$ cat config.mk
export PLATFORM = sky130hd
export DESIGN_NAME = vga_timing_ctrl
export DESIGN_NICKNAME = d
export VERILOG_FILES = /design/src/rtl/vga_timing_pkg.sv /design/src/rtl/vga_phase_counter.sv /design/src/rtl/vga_timing_ctrl.sv
export SDC_FILE = /design/constraint.sdc
export NUM_CORES = 1
export LEC_CHECK = 0
export CORE_ASPECT_RATIO = 1.1
export CORE_UTILIZATION = 56
export CTS_CLUSTER_DIAMETER = 150
export CTS_CLUSTER_SIZE = 12
export DETAILED_ROUTE_END_ITERATION = 7
export PLACE_DENSITY = 0.89
export SKIP_LAST_GASP = 1
export SLEW_MARGIN = 20
export SYNTH_ARGS = -nofsm -noshare
export SYNTH_HDL_FRONTEND = slang
export SYNTH_SLANG_ARGS = --single-unit
$ cat constraint.sdc
create_clock -name clk -period 5.12 [get_ports clk]
set_input_delay 1.024 -clock clk [delete_from_list [all_inputs] [get_ports clk]]
set_output_delay 1.024 -clock clk [all_outputs]
set_load 0.01 [all_outputs]
$ cat src/rtl/vga_timing_pkg.sv
// Shared phase encoding, default 640x480@60 timing and boundary helpers
// for the VGA timing controller.
package vga_timing_pkg;

    typedef enum logic [1:0] {
        PH_ACTIVE,
        PH_FRONT,
        PH_SYNC,
        PH_BACK
    } phase_t;

    localparam int DEF_H_ACTIVE = 640;
    localparam int DEF_H_FRONT  = 16;
    localparam int DEF_H_SYNC   = 96;
    localparam int DEF_H_BACK   = 48;
    localparam int DEF_V_ACTIVE = 480;
    localparam int DEF_V_FRONT  = 10;
    localparam int DEF_V_SYNC   = 2;
    localparam int DEF_V_BACK   = 33;
    localparam int DEF_CW       = 16;

    function automatic int total_len(input int a, input int f, input int s, input int b);
        return a + f + s + b;
    endfunction

    function automatic int active_end(input int a);
        return a - 1;
    endfunction

    function automatic int front_end(input int a, input int f);
        return a + f - 1;
    endfunction

    function automatic int sync_start(input int a, input int f);
        return a + f;
    endfunction

    function automatic int sync_end(input int a, input int f, input int s);
        return a + f + s - 1;
    endfunction

endpackage

$ cat src/rtl/vga_phase_counter.sv
// Wrapping counter with a four-phase FSM (active/front/sync/back); used once
// per axis. Exposes both the registered and the next count/phase.
module vga_phase_counter
    import vga_timing_pkg::*;
#(
    parameter int CW     = DEF_CW,
    parameter int ACTIVE = DEF_H_ACTIVE,
    parameter int FRONT  = DEF_H_FRONT,
    parameter int SYNC   = DEF_H_SYNC,
    parameter int BACK   = DEF_H_BACK
) (
    input  logic          clk,
    input  logic          rst,
    input  logic          step,
    output logic [CW-1:0] count,
    output logic [CW-1:0] count_nxt,
    output phase_t        phase,
    output phase_t        phase_nxt,
    output logic          wrap
);

    localparam int LAST_I      = total_len(ACTIVE, FRONT, SYNC, BACK) - 1;
    localparam int ACT_END_I   = active_end(ACTIVE);
    localparam int FRONT_END_I = front_end(ACTIVE, FRONT);
    localparam int SYNC_END_I  = sync_end(ACTIVE, FRONT, SYNC);

    localparam logic [CW-1:0] LAST      = LAST_I[CW-1:0];
    localparam logic [CW-1:0] ACT_END   = ACT_END_I[CW-1:0];
    localparam logic [CW-1:0] FRONT_END = FRONT_END_I[CW-1:0];
    localparam logic [CW-1:0] SYNC_END  = SYNC_END_I[CW-1:0];

    logic [CW-1:0] r_count;
    phase_t        r_phase;
    logic [CW-1:0] w_count_nxt;
    phase_t        w_phase_nxt;
    logic          w_wrap;

    // NOTE: state uses non-blocking assignments; the next values hold when step=0.
    always_ff @(posedge clk or posedge rst) begin
        if (rst) begin
            r_count <= '0;
            r_phase <= PH_ACTIVE;
        end else begin
            r_count <= w_count_nxt;
            r_phase <= w_phase_nxt;
        end
    end

    // NOTE: defaults first so every path assigns and no latch is inferred.
    always_comb begin
        w_wrap      = step && (r_count == LAST);
        w_count_nxt = r_count;
        w_phase_nxt = r_phase;
        if (step) begin
            w_count_nxt = w_wrap ? '0 : r_count + CW'(1);
            unique case (r_phase)
                PH_ACTIVE: if (r_count == ACT_END)   w_phase_nxt = PH_FRONT;
                PH_FRONT:  if (r_count == FRONT_END) w_phase_nxt = PH_SYNC;
                PH_SYNC:   if (r_count == SYNC_END)  w_phase_nxt = PH_BACK;
                PH_BACK:   if (r_count == LAST)      w_phase_nxt = PH_ACTIVE;
            endcase
        end
    end

    always_comb begin
        count     = r_count;
        count_nxt = w_count_nxt;
        phase     = r_phase;
        phase_nxt = w_phase_nxt;
        wrap      = w_wrap;
    end

endmodule

$ cat src/rtl/vga_timing_ctrl.sv
// VGA timing top: horizontal/vertical phase counters plus registered sync,
// video_on, coordinate and strobe outputs aligned with the counters.
module vga_timing_ctrl
    import vga_timing_pkg::*;
#(
    parameter int   H_ACTIVE = DEF_H_ACTIVE,
    parameter int   H_FRONT  = DEF_H_FRONT,
    parameter int   H_SYNC   = DEF_H_SYNC,
    parameter int   H_BACK   = DEF_H_BACK,
    parameter int   V_ACTIVE = DEF_V_ACTIVE,
    parameter int   V_FRONT  = DEF_V_FRONT,
    parameter int   V_SYNC   = DEF_V_SYNC,
    parameter int   V_BACK   = DEF_V_BACK,
    parameter logic SYNC_POL = 1'b0,
    parameter int   CW       = DEF_CW
) (
    input  logic          clk,
    input  logic          rst,
    input  logic          pix_en,
    output logic [CW-1:0] hcnt,
    output logic [CW-1:0] vcnt,
    output logic          hsync,
    output logic          vsync,
    output logic          video_on,
    output logic [CW-1:0] px,
    output logic [CW-1:0] py,
    output logic          line_start,
    output logic          frame_start
);

    logic [CW-1:0] w_hcnt, w_hcnt_nxt, w_vcnt, w_vcnt_nxt;
    phase_t        w_hph, w_hph_nxt, w_vph, w_vph_nxt;
    logic          w_h_wrap, w_v_wrap, w_vo_nxt;

    logic          r_running, r_hsync, r_vsync, r_video_on;
    logic          r_line_start, r_frame_start;
    logic [CW-1:0] r_px, r_py;

    vga_phase_counter #(
        .CW(CW), .ACTIVE(H_ACTIVE), .FRONT(H_FRONT), .SYNC(H_SYNC), .BACK(H_BACK)
    ) u_hcnt (
        .clk(clk), .rst(rst), .step(pix_en),
        .count(w_hcnt), .count_nxt(w_hcnt_nxt),
        .phase(w_hph), .phase_nxt(w_hph_nxt), .wrap(w_h_wrap)
    );

    vga_phase_counter #(
        .CW(CW), .ACTIVE(V_ACTIVE), .FRONT(V_FRONT), .SYNC(V_SYNC), .BACK(V_BACK)
    ) u_vcnt (
        .clk(clk), .rst(rst), .step(w_h_wrap & pix_en),
        .count(w_vcnt), .count_nxt(w_vcnt_nxt),
        .phase(w_vph), .phase_nxt(w_vph_nxt), .wrap(w_v_wrap)
    );

    // Decoding from the next counter state keeps the registered outputs in
    // step with hcnt/vcnt; the first pix_en already counts as running.
    always_comb begin
        w_vo_nxt = (r_running | pix_en) && (w_hph_nxt == PH_ACTIVE) && (w_vph_nxt == PH_ACTIVE);
    end

    always_ff @(posedge clk or posedge rst) begin
        if (rst) begin
            r_running     <= 1'b0;
            r_hsync       <= ~SYNC_POL;
            r_vsync       <= ~SYNC_POL;
            r_video_on    <= 1'b0;
            r_px          <= '0;
            r_py          <= '0;
            r_line_start  <= 1'b0;
            r_frame_start <= 1'b0;
        end else begin
            r_line_start  <= w_h_wrap;
            r_frame_start <= w_h_wrap & w_v_wrap;
            if (pix_en) begin
                r_running  <= 1'b1;
                r_hsync    <= (w_hph_nxt == PH_SYNC) ? SYNC_POL : ~SYNC_POL;
                r_vsync    <= (w_vph_nxt == PH_SYNC) ? SYNC_POL : ~SYNC_POL;
                r_video_on <= w_vo_nxt;
                r_px       <= w_vo_nxt ? w_hcnt_nxt : '0;
                r_py       <= w_vo_nxt ? w_vcnt_nxt : '0;
            end
        end
    end

    always_comb begin
        hcnt        = w_hcnt;
        vcnt        = w_vcnt;
        hsync       = r_hsync;
        vsync       = r_vsync;
        video_on    = r_video_on;
        px          = r_px;
        py          = r_py;
        line_start  = r_line_start;
        frame_start = r_frame_start;
    end

endmodule

==> results_dict.tcl, run 1 <==
set metrics [dict create \
    run_status "finished, final reports clean" \
    ys.flop_type "dfrtp_1" \
    synth-xor-area-share_pct 5.57 \
    cts_hold_buf 0 \
    avgSynthCellArea_sq_um 10.7 \
    cts_resized 0 \
    hp-start "r_running" \
    core_sq_mm 0.00619 \
    viasPerCell 5.98 \
    crit_required_ns 5.38 \
    max_slew_margin_pct 41.5 \
    path_cells "clkdlybuf4s50_1 > or4b_1 > or4_1 > a221oi_1 > o21ai_0 > a211o_4 > o2bb2ai_1" \
    die_y_um 86.3 \
    final_nets 413 \
    synth_nets 345 \
    h-tree-depth 3 \
    antenna_cells 0 \
    die-area_sq_mm 0.00678 \
    power_density_mw_per_mm2 268 \
    path_class "in2reg" \
    hold_class "reg2reg" \
    synth_top_family_by_area "simple AND/OR/NAND/NOR gates" \
    skew_ns 0.00903 \
    wl_per_cell_um 17.2 \
    period_needed_ns 3.68 \
    cp-start-kind "input port" \
    internal_power_w 0.000864 \
    final_common_cell "dfrtp_1" \
    cts_inserted_buffers 9 \
    p_switching_w 0.000346 \
    power_frac_comb_pct 14.1 \
    tightest_slew_ns 0.876 \
    crit_start "pix_en" \
    antenna_found_initial 0 \
    postRouteAntennaNets 0 \
    drc 0 \
    sequentialPowerShare_pct 54.3 \
    max_cap_viol_count 0 \
    fin_crit_sh_pct 71.9 \
    synth_cell_types 47 \
    vias 2938 \
    cts_root_buffer "clkbuf_8" \
    pwr-share-clk_pct 31.5 \
    slew_viol_final 0 \
    dr.pass1.iters 5 \
    cts_sinks 74 \
    synth_simple_gate_area_share_pct 21.1 \
    ir_drop_v 0.000148 \
    synth_compound_area_share_pct 15.2 \
    setup_viol 0 \
    grt_max_degree 44 \
    end_kind "flip-flop" \
    area.growth.synth_to_final_pct 24.9 \
    fin_ws_ns 1.44 \
    tns_ns 0 \
    fmax_mhz 272 \
    insertion_delay_ns 0.35 \
    synth_fa_ha_area_share_pct 1.39 \
    synth-seq-cells 74 \
    cpPeakStageDelay_ns 0.65 \
    mostFrequentLayoutCells "72 x dfrtp_1, 71 x clkdlybuf4s50_1, 46 x nand2_1" \
    worstPathMaxFanout 32 \
    crit_path_top_delay_cell "or4_1" \
    drt_iter0_drc 238 \
    grt_pass1_wl_um 14100 \
    rows 30 \
    io_pins 72 \
    clock_tree.buffer_depth 2 \
    drive_gt1_share_pct 10.5 \
    grt_usage_pct 27.6 \
    rsz0062_at_grt "no" \
    synthCells 338 \
    leakage_nw 1.81 \
    tritoncts "built" \
    wl_um 8460 \
    grt_overflow 0 \
    worstPathArrival_ns 3.94 \
    place_ws_ns 1.05 \
    post_cts_buffers 0 \
    fp.dieW_um 78.6 \
    switching_share_pct 28.6 \
    post-dp-hpwl_um 5910 \
    portBuffers 71 \
    start_util_pct 58.3 \
    yosysWarnings 0 \
    finalHoldViolations 0 \
    timing.rr.start "u_hcnt.count[10]" \
    grt_pass1_vias 2887 \
    netlist_area_sq_mm 0.00361 \
    gp_congestion 0.858 \
    yosysSeqAreaShare_pct 51.3 \
    clk_pin_slew_ns 0.07 \
    synth_edf_count 0 \
    async_flop_share_pct 100 \
    synthMuxAreaShare_pct 1.11 \
]
[final cells by class]
cell class                 count  area (sq um)
sequential                    74          1850
fill                         453          1680
multi-input combinational    230          1600
timing repair buffer          74           733
clock buffer                  11           131
tap                           80           100
inverter                      17          63.8
clock inverter                 5          31.3
[power groups by stage]
stage          sequential, W  combinational [W]  clock, W
2_1_floorplan       0.000666          0.0000853         0
3_3_place_gp        0.000665           0.000165         0
3_5_place_dp        0.000666           0.000172         0
4_1_cts             0.000656           0.000172  0.000388
5_1_grt             0.000662           0.000191  0.000420
6_report            0.000657           0.000171  0.000382
[per-stage QoR]
| step | cells | util, % | area (sq um) | power, W | hold WS (ns) |
|---|---|---|---|---|---|
| floorplan | 338 | - | 3610 | 0.000751 | 0.427 |
| global route | 491 | 72.9 | 4510 | 0.00127 | 0.493 |
| detailed placement | 475 | 70.3 | 4350 | 0.000838 | 0.448 |
| global placement | 475 | 70.3 | 4350 | 0.000830 | 0.445 |
| finish | 491 | 72.9 | 4510 | 0.00121 | 0.477 |
| CTS | 491 | 72.9 | 4510 | 0.00122 | 0.471 |
[synthesized netlist by cell type (all sizes together) (3+ instances only)]
master,instances,area share (%)
or3b,4,0.97
nor3,6,0.83
nand4,11,1.9
xnor2,12,2.9
o2bb2ai,31,9.2
xor2,11,2.7
nand2,46,4.8
nor2b,5,0.87
ha,4,1.4
buf,5,1.4
dfrtp,72,50
mux2i,4,1.1
inv,16,1.7
nor4,13,2.3
nor3b,3,0.62
nand2b,3,0.52
nor2,13,1.4
and4,4,0.97
o21ai,15,2.1
a21oi,3,0.42
or2,3,0.52
or3,3,0.52
clkbuf,12,1.2
or4,4,1.0
nand3,12,1.7
[critical path, delay by kind of cell]
kind / cells / cell delay [ns]
buffers and inverters: 1 / 0.50
AND/OR/NAND/NOR: 2 / 1.10
AO/OA/AOI/OAI: 4 / 1.32
[kinds of logic (layout without fill, tap and decap cells)]
logic type / Yosys count / count (layout)
mux: 4 / 4
simple gates: 139 / 139
buf+inv: 34 / 107
xor+xnor: 23 / 23
compound gates: 60 / 60
fa+ha+maj: 4 / 4
flops: 74 / 74
[metal layers]
layer	track usage, %	vias to the layer above	routed length (um)
met3	6.74	23	450
met1	35.5	1447	3680
met4	10.4	0	205
met2	45.3	107	4130
met5	0	-	0
li1	-	1361	-
[flip-flops by register name (all words and copies together) (netlist names)]
name,flops
u_vcnt.phase,2
px,16
video_on,1
r_running,1
u_hcnt.count,16
frame_start,1
py,16
u_hcnt.phase,2
vsync,1
u_vcnt.count,16
line_start,1
hsync,1
[path summary, 6_finish.rpt]
| check | slack (ns) | depth (start not counted) | end |
|---|---|---|---|
| worst max-delay path | 1.44 | 7 | py[5] |
| worst min-delay path | 0.48 | 1 | r_running |
| worst max register to register | 1.95 | 6 | py[5] |
| worst min register to register | 0.48 | 1 | r_running |
| max in group asynchronous | 3.03 | 3 | u_vcnt.count[6] |
| min in group asynchronous | 1.17 | 2 | px[6] |
Power figures use the tool's default switching activity.
==> inputs of run 2 (changes only) <==
CORE_UTILIZATION = 52   (was 56)
PLACE_DENSITY = 0.83   (was 0.89)
clock period = 3.4 ns   (was 5.12 ns; I/O delays follow)
==> results_dict.tcl, run 2 (synthesis results as in run 1) <==
set metrics [dict create \
    h-tree-depth 3 \
    power_density_mw_per_mm2 414 \
    final_nets 420 \
    fp.dieW_um 81.5 \
    cp-start-kind "input port" \
    grt_pass1_wl_um 14100 \
    tns_ns 0 \
    fmax_mhz 334 \
    post_cts_buffers 0 \
    post-dp-hpwl_um 5900 \
    fin_crit_sh_pct 87.9 \
    cts_inserted_buffers 9 \
    grt_max_degree 75 \
    clk_pin_slew_ns 0.08 \
    vias 2975 \
    clock_tree.buffer_depth 2 \
    mostFrequentLayoutCells "72 x dfrtp_1, 71 x clkdlybuf4s50_1, 46 x nand2_1" \
    skew_ns 0.0140 \
    rsz0062_at_grt "no" \
    insertion_delay_ns 0.36 \
    drive_gt1_share_pct 12.2 \
    final_cells 500 \
    core_sq_mm 0.00663 \
    viasPerCell 5.95 \
    wl_per_cell_um 17.4 \
    whs_ns 0.477 \
    setup_viol 0 \
    grt_usage_pct 26.2 \
    portBuffers 71 \
    gp_congestion 0.881 \
    final_common_cell "dfrtp_1" \
    postRouteAntennaNets 0 \
    area.growth.synth_to_final_pct 27.2 \
    worstPathMaxFanout 32 \
    worstPathArrival_ns 3.27 \
    start_util_pct 54.5 \
    period_needed_ns 2.99 \
    antenna_found_initial 0 \
    drt_iter0_drc 196 \
    grt_overflow 0 \
    cts_hold_buf 0 \
    leakage_nw 1.86 \
    rows 31 \
    die-area_sq_mm 0.00729 \
    finalHoldViolations 0 \
    max_cap_viol_count 0 \
    die_y_um 89.4 \
    cts_sinks 74 \
    dp.cells 484 \
    place_area_sq_mm 0.00441 \
    hold_class "reg2reg" \
    max_slew_margin_pct 39.3 \
    path_class "in2reg" \
    cts_root_buffer "clkbuf_8" \
    io_pins 72 \
    fin_ws_ns 0.410 \
    crit_required_ns 3.68 \
    wl_um 8710 \
    grt_pass1_vias 2858 \
    antenna_cells 0 \
    run_status "finished, final reports clean" \
    drc 0 \
    end_kind "flip-flop" \
    ir_drop_v 0.000253 \
    cts_resized 0 \
    slew_viol_final 0 \
    dr.pass1.iters 4 \
    place_ws_ns 0.0682 \
    tritoncts "built" \
    postLayoutCellArea_sq_mm 0.00460 \
    tightest_slew_ns 0.911 \
]
[run 2: worst max-delay path: stages]
cell and delay [ns]:
clkdlybuf4s50_1 0.49, or4b_1 0.45, or4_1 0.47, a221oi_1 0.21
o21ai_0 0.19, a211o_4 0.56, o2bb2ai_1 0.21
[run 2: metal layers]
layer	global-route usage (%)	share of wire, %
met5	0	0
met4	9.90	1.2
met3	5.71	6.5
met2	43.4	50
met1	33.5	43
[run 2: cell type report]
| type | instances | area (sq um) |
|---|---|---|
| multi-input cells | 230 | 1600 |
| repair buffers | 81 | 786 |
| well taps | 82 | 103 |
| flip-flops and latches | 74 | 1850 |
| inverters | 17 | 63.8 |
| clock inverters | 4 | 33.8 |
| clock buffers | 12 | 155 |
| fillers | 506 | 2040 |
[run 2: path summary, 6_finish.rpt]
path	start	end	slack, ns	depth (start not counted)
setup / recovery	pix_en	px[6]	0.41	7
hold / removal	r_running	r_running	0.48	1
setup reg to reg	u_vcnt.count[12]	px[6]	0.45	6
hold reg to reg	r_running	r_running	0.48	1
max in group asynchronous	rst	u_hcnt.count[13]	1.89	3
min in group asynchronous	rst	px[6]	0.91	3
[run 2: power breakdown]
part | switching (W) | internal, W
combinational | 0.000140 | 0.000121
clock | 0.000339 | 0.000312
sequential | 0.0000695 | 0.000919
total | 0.000549 | 0.00135
[run 2: stage by stage]
stage / power [W] / util [%]
global placement: 0.00125 / 66.4
floorplan: 0.00113 / -
CTS: 0.00191 / 69.3
finish: 0.00190 / 69.3
detailed placement: 0.00126 / 66.4
global route: 0.00198 / 69.3
==> inputs of run 3 (changes only) <==
CORE_MARGIN = 2   (was not set)
CORE_UTILIZATION = 53   (was 52)
CTS_BUF_LIST = sky130_fd_sc_hd__clkbuf_8   (was not set)
PLACE_DENSITY = 0.85   (was 0.83)
==> results_dict.tcl, run 3 (synthesis results as in run 1) <==
set metrics [dict create \
    tns_ns 0 \
    multi_input_area_sq_mm 0.00160 \
    insertion_delay_ns 0.34 \
    h-tree-depth 3 \
    antenna_cells 0 \
    portBuffers 71 \
    crit_required_ns 3.61 \
    core_sq_mm 0.00659 \
    r2r_cells 6 \
    postRouteAntennaNets 0 \
    area.growth.synth_to_final_pct 28.8 \
    max_slew_margin_pct 44.7 \
    final_common_cell "dfrtp_1" \
    cp-start-kind "flip-flop" \
    post-dp-hpwl_um 6020 \
    cts_hold_buf 0 \
    cts_sinks 74 \
    timing.rr.start "u_hcnt.count[11]" \
    leakage_nw 1.89 \
    dr.pass1.iters 4 \
    end_kind "flip-flop" \
    cts_resized 0 \
    power_density_mw_per_mm2 445 \
    rows 31 \
    grt_usage_pct 25.3 \
    min_to "r_running" \
    grt_overflow 0 \
    reg2reg_to "px[12]" \
    fin_crit_sh_pct 89.7 \
    hold_path_depth 1 \
    finalHoldViolations 0 \
    drive_gt1_share_pct 12.0 \
    grt_pass1_vias 2913 \
    fmax_mhz 328 \
    viasPerCell 5.94 \
    fillerInstances 486 \
    hp-start "r_running" \
    die_y_um 90.6 \
    worstPathMaxFanout 32 \
    io_pins 72 \
    clk_pin_slew_ns 0.08 \
    ff_latch_area_sq_mm 0.00185 \
    grt_max_degree 44 \
    vias 2962 \
    max_cap_viol_count 0 \
    fp.dieW_um 82.7 \
    wl_um 8640 \
    period_needed_ns 3.05 \
    worstPathArrival_ns 3.26 \
    clock_tree.buffer_depth 2 \
    ir_drop_v 0.000262 \
    r2r_slack_ns 0.35 \
    mostFrequentLayoutCells "72 x dfrtp_1, 71 x clkdlybuf4s50_1, 46 x nand2_1" \
    post_cts_buffers 0 \
    tightest_slew_ns 0.821 \
    cts_root_buffer "clkbuf_8" \
    drc 0 \
    skew_ns 0.00789 \
    gp_congestion 0.894 \
    drt_iter0_drc 256 \
    die-area_sq_mm 0.00749 \
    path_class "reg2reg" \
    final_cells 499 \
    slew_viol_final 0 \
    cts_inserted_buffers 9 \
    tritoncts "built" \
    wl_per_cell_um 17.3 \
    start_util_pct 54.8 \
    grt_pass1_wl_um 14700 \
    run_status "finished, final reports clean" \
    rsz0062_at_grt "no" \
    dp.cells 483 \
    final_nets 419 \
    hold_class "reg2reg" \
    setup_viol 0 \
    antenna_found_initial 0 \
]
run 3: critical path, stage by stage (launching register included):
cell and delay (ns):
dfrtp_1 0.45, or4_4 0.60, nor4_1 0.75, a31oi_1 0.16, o22ai_1 0.37, a211o_4 0.44
o2bb2ai_1 0.15
run 3: metrics by stage:
step	setup WS [ns]	total power (W)	instance area [sq um]	utilization (%)	hold WS, ns
after floorplan	0.529	0.00113	3610	-	0.427
after global placement	0.122	0.00126	4410	66.9	0.445
after detailed placement	0.0173	0.00127	4410	66.9	0.458
after CTS	0.350	0.00208	4650	70.6	0.483
after global routing	0.123	0.00215	4650	70.6	0.505
final	0.349	0.00207	4650	70.6	0.483
run 3: how the worst max path moves through the flow:
stage,endpoint,startpoint,slack (ns),depth (start not counted)
2_1_floorplan,px[0],pix_en,0.53,9
3_5_place_dp,video_on,pix_en,0.02,7
3_3_place_gp,video_on,pix_en,0.12,7
6_report,px[12],u_hcnt.count[11],0.35,6
4_1_cts,px[12],pix_en,0.35,7
5_1_grt,py[5],u_hcnt.count[11],0.12,6
run 3: power by group:
part / switching [W] / leakage [nW] / internal [W] / total (W)
clock network: 0.000333 / 0.121 / 0.000487 / 0.000820
logic: 0.000139 / 0.802 / 0.000122 / 0.000261
registers: 0.0000724 / 0.963 / 0.000919 / 0.000991
total: 0.000544 / 1.89 / 0.00153 / 0.00207
run 3: metal layers:
layer | wire, um | share of wire, % | global-route usage, %
met1 | 3750 | 43 | 35.5
met2 | 4190 | 48 | 38.5
met3 | 535 | 6.2 | 5.00
met4 | 169 | 2.0 | 9.70
met5 | 0 | 0 | 0
run 3: area by class of cell:
cell class / count / share of cell area, %
multi-input cells: 230 / 34.4
clock buffers: 9 / 2.66
clock inverters: 7 / 2.55
flip-flops and latches: 74 / 39.8
repair buffers: 80 / 17.0
inverters: 17 / 1.37
well taps: 82 / 2.20
